File: config.mk
export PLATFORM = sky130hd
export DESIGN_NAME = io_trap_capture
export DESIGN_NICKNAME = d
export VERILOG_FILES = /design/src/rtl/mapper_pkg.sv /design/src/rtl/capture_fifo.sv /design/src/rtl/io_trap_capture.sv
export SDC_FILE = /design/constraint.sdc
export NUM_CORES = 1
export LEC_CHECK = 0
export BUFFER_PORTS_ARGS = -buffer_cell sky130_fd_sc_hd__buf_4
export CAP_MARGIN = 20
export CORE_MARGIN = 2
export CORE_UTILIZATION = 40
export CTS_CLUSTER_DIAMETER = 40
export DETAILED_ROUTE_END_ITERATION = 8
export GPL_ROUTABILITY_DRIVEN = 1
export GPL_TIMING_DRIVEN = 0
export PLACE_DENSITY_LB_ADDON = 0.08
export SETUP_SLACK_MARGIN = 0.3
export SYNTH_ARGS = -nofsm -noshare
export SYNTH_HDL_FRONTEND = slang
export SYNTH_SLANG_ARGS = --single-unit
File: constraint.sdc
create_clock -name clk -period 7 [get_ports clk]
set_input_delay 0.7 -clock clk [delete_from_list [all_inputs] [get_ports clk]]
set_output_delay 0.7 -clock clk [all_outputs]
set_load 0.02 [all_outputs]
File: src/rtl/mapper_pkg.sv
// Shared types for the mapper I/O trap capture path.
// Latency: n/a (types and constants only).
// Backpressure: n/a.
package mapper_pkg;

    // Readout byte pointer; advances once per completed bus read.
    typedef enum logic [1:0] {
        BYTE_LO    = 2'd0,
        BYTE_HI    = 2'd1,
        BYTE_DATA  = 2'd2,
        BYTE_FLAGS = 2'd3
    } byte_ptr_e;

    // Bit positions inside the FLAGS record byte.
    localparam int FLG_VALID = 7;
    localparam int FLG_OVF   = 6;
    localparam int FLG_WR    = 0;

    // One trapped I/O cycle: full address, data seen, direction (25 bits).
    typedef struct packed {
        logic [15:0] addr;
        logic [7:0]  data;
        logic        is_write;
    } cap_rec_t;

endpackage

File: src/rtl/capture_fifo.sv
// Generic synchronous FIFO, DEPTH entries of WIDTH bits, power-of-two depth.
// Latency: push visible at the head one clock later; head is combinational from storage.
// Backpressure: push while full is dropped unless a pop lands on the same clock.
//
// Ports: clk/reset_n; push_vld + push_dat write; pop_vld removes head;
//        head_dat is the oldest entry; full/empty reflect registered count.
module capture_fifo #(
    parameter int WIDTH = 25,
    parameter int DEPTH = 4
) (
    input  logic             clk,
    input  logic             reset_n,
    input  logic             push_vld,
    input  logic [WIDTH-1:0] push_dat,
    input  logic             pop_vld,
    output logic [WIDTH-1:0] head_dat,
    output logic             full,
    output logic             empty
);

    localparam int AW = $clog2(DEPTH);
    localparam int CW = AW + 1;
    localparam logic [CW-1:0] FULL_CNT = CW'(DEPTH);

    logic [WIDTH-1:0] mem_q [DEPTH];
    logic [AW-1:0]    wr_ptr_q;
    logic [AW-1:0]    rd_ptr_q;
    logic [CW-1:0]    count_q;
    logic             do_push;
    logic             do_pop;

    assign full  = (count_q == FULL_CNT);
    assign empty = (count_q == '0);

    // A pop frees a slot first, so a full FIFO still takes a same-clock push.
    assign do_pop  = pop_vld && !empty;
    assign do_push = push_vld && (!full || do_pop);

    assign head_dat = mem_q[rd_ptr_q];

    always_ff @(posedge clk or negedge reset_n) begin
        if (!reset_n) begin
            wr_ptr_q <= '0;
            rd_ptr_q <= '0;
            count_q  <= '0;
        end else begin
            if (do_push) wr_ptr_q <= wr_ptr_q + 1'b1;
            if (do_pop)  rd_ptr_q <= rd_ptr_q + 1'b1;
            case ({do_push, do_pop})
                2'b10:   count_q <= count_q + 1'b1;
                2'b01:   count_q <= count_q - 1'b1;
                default: count_q <= count_q;
            endcase
        end
    end

    // Storage needs no reset: nothing is read while count is zero.
    always_ff @(posedge clk) begin
        if (do_push) mem_q[wr_ptr_q] <= push_dat;
    end

endmodule

File: src/rtl/io_trap_capture.sv
// Records trapped Z80 I/O cycles and replays them as 4-byte records (LO, HI, DATA, FLAGS).
// Latency: capture edge at clock k -> stored k+1 -> trap_pending k+2; readout combinational.
// Backpressure: full FIFO drops new records and sets sticky overflow (cleared on a read FLAGS).
//
// Ports: capture_address/addr/data_in/wr_n describe the trapped cycle;
//        read_sel/rd_n read the capture port, ptr_clear rewinds the byte pointer;
//        data_out/data_oe drive the bus; trap_pending/overflow are status flags.
module io_trap_capture
    import mapper_pkg::*;
#(
    parameter int DEPTH = 4
) (
    input  logic        clk,
    input  logic        reset_n,
    input  logic        capture_address,
    input  logic [15:0] addr,
    input  logic [7:0]  data_in,
    input  logic        wr_n,
    input  logic        read_sel,
    input  logic        rd_n,
    input  logic        ptr_clear,
    output logic [7:0]  data_out,
    output logic        data_oe,
    output logic        trap_pending,
    output logic        overflow
);

    logic      cap_q;
    logic      rd_q;
    logic      ovf_q,      ovf_d;
    logic      ovf_seen_q, ovf_seen_d;
    logic      pend_q;
    byte_ptr_e ptr_q,      ptr_d;

    logic      rd_act;
    logic      rd_end;
    logic      cap_edge;
    logic      leave_flags;
    logic      pop;
    logic      fifo_full;
    logic      fifo_empty;
    cap_rec_t  push_rec;
    cap_rec_t  head_rec;

    assign rd_act   = read_sel && !rd_n;
    assign rd_end   = rd_q && !rd_act;
    assign cap_edge = capture_address && !cap_q;

    always_comb begin
        push_rec          = '0;
        push_rec.addr     = addr;
        push_rec.is_write = !wr_n;
        push_rec.data     = !wr_n ? data_in : 8'hFF;
    end

    // ptr_clear outranks a same-clock advance, which also suppresses the pop.
    assign leave_flags = rd_end && !ptr_clear && (ptr_q == BYTE_FLAGS);
    assign pop         = leave_flags && !fifo_empty;

    capture_fifo #(
        .WIDTH ($bits(cap_rec_t)),
        .DEPTH (DEPTH)
    ) u_fifo (
        .clk      (clk),
        .reset_n  (reset_n),
        .push_vld (cap_edge),
        .push_dat (push_rec),
        .pop_vld  (pop),
        .head_dat (head_rec),
        .full     (fifo_full),
        .empty    (fifo_empty)
    );

    always_comb begin
        ptr_d = ptr_q;
        if (ptr_clear) begin
            ptr_d = BYTE_LO;
        end else if (rd_end) begin
            case (ptr_q)
                BYTE_LO:   ptr_d = BYTE_HI;
                BYTE_HI:   ptr_d = BYTE_DATA;
                BYTE_DATA: ptr_d = BYTE_FLAGS;
                default:   ptr_d = BYTE_LO;
            endcase
        end
    end

    // Overflow clears only if the FLAGS byte the handler saw had it set;
    // sample it at the start of each strobe so a drop during the read is not lost.
    always_comb begin
        ovf_seen_d = ovf_seen_q;
        if (rd_act && !rd_q) ovf_seen_d = ovf_q;

        ovf_d = ovf_q;
        if (leave_flags && ovf_seen_q)   ovf_d = 1'b0;
        if (cap_edge && fifo_full && !pop) ovf_d = 1'b1;
    end

    always_ff @(posedge clk or negedge reset_n) begin
        if (!reset_n) begin
            cap_q      <= 1'b0;
            rd_q       <= 1'b0;
            ovf_q      <= 1'b0;
            ovf_seen_q <= 1'b0;
            pend_q     <= 1'b0;
            ptr_q      <= BYTE_LO;
        end else begin
            cap_q      <= capture_address;
            rd_q       <= rd_act;
            ovf_q      <= ovf_d;
            ovf_seen_q <= ovf_seen_d;
            pend_q     <= !fifo_empty;
            ptr_q      <= ptr_d;
        end
    end

    always_comb begin
        data_out = 8'h00;
        if (fifo_empty) begin
            if (ptr_q == BYTE_FLAGS) data_out[FLG_OVF] = ovf_q;
        end else begin
            case (ptr_q)
                BYTE_LO:   data_out = head_rec.addr[7:0];
                BYTE_HI:   data_out = head_rec.addr[15:8];
                BYTE_DATA: data_out = head_rec.data;
                default: begin
                    data_out[FLG_VALID] = 1'b1;
                    data_out[FLG_OVF]   = ovf_q;
                    data_out[FLG_WR]    = head_rec.is_write;
                end
            endcase
        end
    end

    assign data_oe      = rd_act;
    assign trap_pending = pend_q;
    assign overflow     = ovf_q;

endmodule

==> impl_metrics.py <==
metrics = {
    "status": {
        "outcome": "complete, no violations",
    },
    "global_routing": {
        "grt-ovfl-total": 0,
        "grt_max_degree": 26,
        "grt_pass1_vias": 2630,
        "grt_usage_pct": 15.82,
        "grt_antenna_before_repair": 0,
        "grt_pass1_wl_um": 14390,
    },
    "cells_and_area": {
        "fill_cells": 984,
        "drive_gt1_share_pct": 34.23,
        "n_antenna_cell": 0,
        "final_nets": 366,
        "area_delta_synth_final_pct": 23.76,
    },
    "synth": {
        "ys_warn_count": 0,
        "synth_edf_count": 100,
        "synthArstFlopShare_pct": 12.28,
        "synth_top_area_cell": "edfxtp_1",
        "synthCells": 263,
        "netlist_top_cells_area": "edfxtp_1 (64%), mux4_2 (8.2%), dfrtp_1 (7.5%)",
        "syn_area_per_cell_um2": 17.74,
        "syn_area_um2": 4666,
        "yosys_most_used_dff": "edfxtp_1",
        "synthTopCellsByCount": "edfxtp_1 (100), mux4_2 (17), mux2i_1 (16)",
        "ys_seq_elements": 114,
        "synth_nets": 305,
        "synth-seq-area-share_pct": 71.87,
        "synth_top_cell_area_share_pct": 64.36,
        "synth_most_common_cell": "edfxtp_1",
        "synth.distinct_cells": 39,
    },
    "critical_path": {
        "reg2reg_depth": 6,
        "critical_path_required_ns": 6.30,
        "crit_fanout": 10,
        "r2r_start": "ptr_q[1]$_DFFE_PN0P_",
        "crit_path_end_kind": "output port",
        "r2r_end": "u_fifo.mem_q[0][24]$_DFFE_PP_",
        "worst-setup-path-type": "flip-flop to output port",
        "r2r_slack_ns": 4.33,
        "critPathLaunchType": "flip-flop",
        "arrival_ns": 2.54,
    },
    "timing": {
        "finalSetupTns_ns": 0,
        "timing.final.crit_share_pct": 46.32,
        "fin_crit_ns": 3.242,
        "tightest_slew_ns": 0.8238,
        "rsz0062_at_grt": "false",
        "fmax_ghz": 0.3084,
        "finClkSkew_ns": 0.01290,
        "setup_viol": 0,
        "hold_viol_final": 0,
        "finalMaxSlewViolations": 0,
        "max-slew-margin-rel_pct": 44.66,
    },
    "clock_tree": {
        "cts_root_buf": "clkbuf_16",
        "cts_buffers": 17,
        "cts_setup_buffers": 0,
        "cts_tree": "done",
        "clock_path_buffers": 2,
        "clk_latency_ns": 0.41,
        "clk_pin_slew_ns": 0.05,
        "cts_resized": 0,
        "clock-sinks": 114,
        "cts_max_level": 4,
        "cts_hold_buffers": 0,
    },
    "floorplan": {
        "dieArea_um2": 12540,
        "die_x_um": 112,
        "rows": 39,
        "start_util_pct": 40.86,
        "fp.dieH_um": 112,
        "core-area_um2": 11420,
        "num_io_pins": 42,
    },
    "power": {
        "leakagePower_uw": 0.002028,
        "vdd_drop_max_mv": 0.1765,
        "power.total_uw": 1978,
        "power_density_nw_per_um2": 342.6,
    },
    "route": {
        "drt_iter0_markers": 102,
        "vias": 2449,
        "drt-total-wl_um": 9150,
        "viasPerCell": 5.113,
        "drcViolationCount": 0,
        "ant_nets": 0,
        "wl_per_cell_um": 19.10,
        "firstDrtPassIters": 5,
    },
    "placed_design": {
        "place_hpwl_um": 5707,
        "place_congestion": 0.6927,
        "port_buffers": 41,
    },
    "flow_run": {
        "maxCapViolCount": 0,
    },
    "hold_path": {
        "min_path_type": "primary input to async pin",
    },
}
cell families after synthesis:
kind of cell	share of synthesized area [%]
flops	71.87
buf+inv	2.172
xor+xnor	1.127
fa+ha+maj	3.111
compound gates	4.398
mux	12.44
simple gates	4.880
worst max-delay path by stage:
stage | from | to | cells past startpoint
2_1_floorplan | read_sel | u_fifo.mem_q[0][0]$_DFFE_PP_ | 4
3_3_place_gp | read_sel | u_fifo.mem_q[1][3]$_DFFE_PP_ | 5
3_5_place_dp | read_sel | u_fifo.mem_q[0][3]$_DFFE_PP_ | 6
4_1_cts | ptr_q[0]$_DFFE_PN0P_ | data_out[0] | 8
5_1_grt | ptr_q[0]$_DFFE_PN0P_ | data_out[0] | 8
6_report | ptr_q[0]$_DFFE_PN0P_ | data_out[0] | 8
cell type report:
cell class | count | area [um2] | share of cell area (%)
flip-flops and latches | 114 | 3353 | 58.07
multi-input cells | 125 | 1212 | 21.00
clock buffers | 19 | 432.9 | 7.497
repair buffers | 42 | 335.3 | 5.807
well taps | 143 | 178.9 | 3.099
clock inverters | 12 | 160.2 | 2.774
inverters | 15 | 56.30 | 0.9751
plain buffers | 9 | 45.04 | 0.7801
metal layers:
layer / vias to the layer above / track usage [%] / share of wire [%]
li1: 1137 / - / -
met1: 1244 / 20.12 / 45
met2: 62 / 25.41 / 50
met3: 6 / 5.389 / 4.9
met4: 0 / 5.854 / 0.83
met5: - / 0 / 0
worst max-delay path, cell delays in order, from the launching register on:
cell and delay [ns]:
dfrtp_1 0.42, inv_1 0.10, ha_1 0.14, clkbuf_1 0.43
inv_1 0.09, o32ai_1 0.27, a31oi_1 0.09, a311oi_1 0.39
buf_4 0.21
power breakdown:
| part | switching (uW) | leakage (uW) | internal [uW] | total [uW] |
|---|---|---|---|---|
| registers | 33.8 | 0.00107 | 830 | 864 |
| clock network | 303 | 0.000276 | 558 | 861 |
| logic | 152 | 0.000683 | 101 | 253 |
through the flow:
step / hold WS [ns] / instance area, um2 / worst slack (ns) / utilization, % / cells
2_1_floorplan: 0.4044 / 4666 / 4.266 / - / 263
3_3_place_gp: 0.5162 / 5152 / 3.536 / 45.12 / 447
3_5_place_dp: 0.5173 / 5181 / 3.984 / 45.38 / 448
4_1_cts: 0.1322 / 5774 / 3.745 / 50.57 / 479
5_1_grt: 0.1406 / 5774 / 3.576 / 50.57 / 479
6_report: 0.1398 / 5774 / 3.758 / 50.57 / 479
layout by cell type (no fill, tap or decap), types with 4 or more instances in the layout:
cell,netlist,final
dfrtp_1,14,14
inv_1,14,14
mux2i_1,16,16
a21oi_1,15,15
ha_1,10,10
edfxtp_1,100,100
buf_2,6,6
clkbuf_1,2,4
buf_4,1,42
o22ai_1,5,5
clkinvlp_4,0,4
nor2_1,8,8
nand2_1,12,12
mux4_2,17,17
or2_2,8,8
clkbuf_16,0,17
registers in the layout, indices dropped and copies added, names as in the netlist:
register	count
trap_pending	1
u_fifo.count_q	3
ptr_q	2
rd_q	1
ovf_seen_q	1
u_fifo.rd_ptr_q	2
u_fifo.wr_ptr_q	2
overflow	1
cap_q	1
u_fifo.mem_q	100
(Power assumes the default switching activity.)
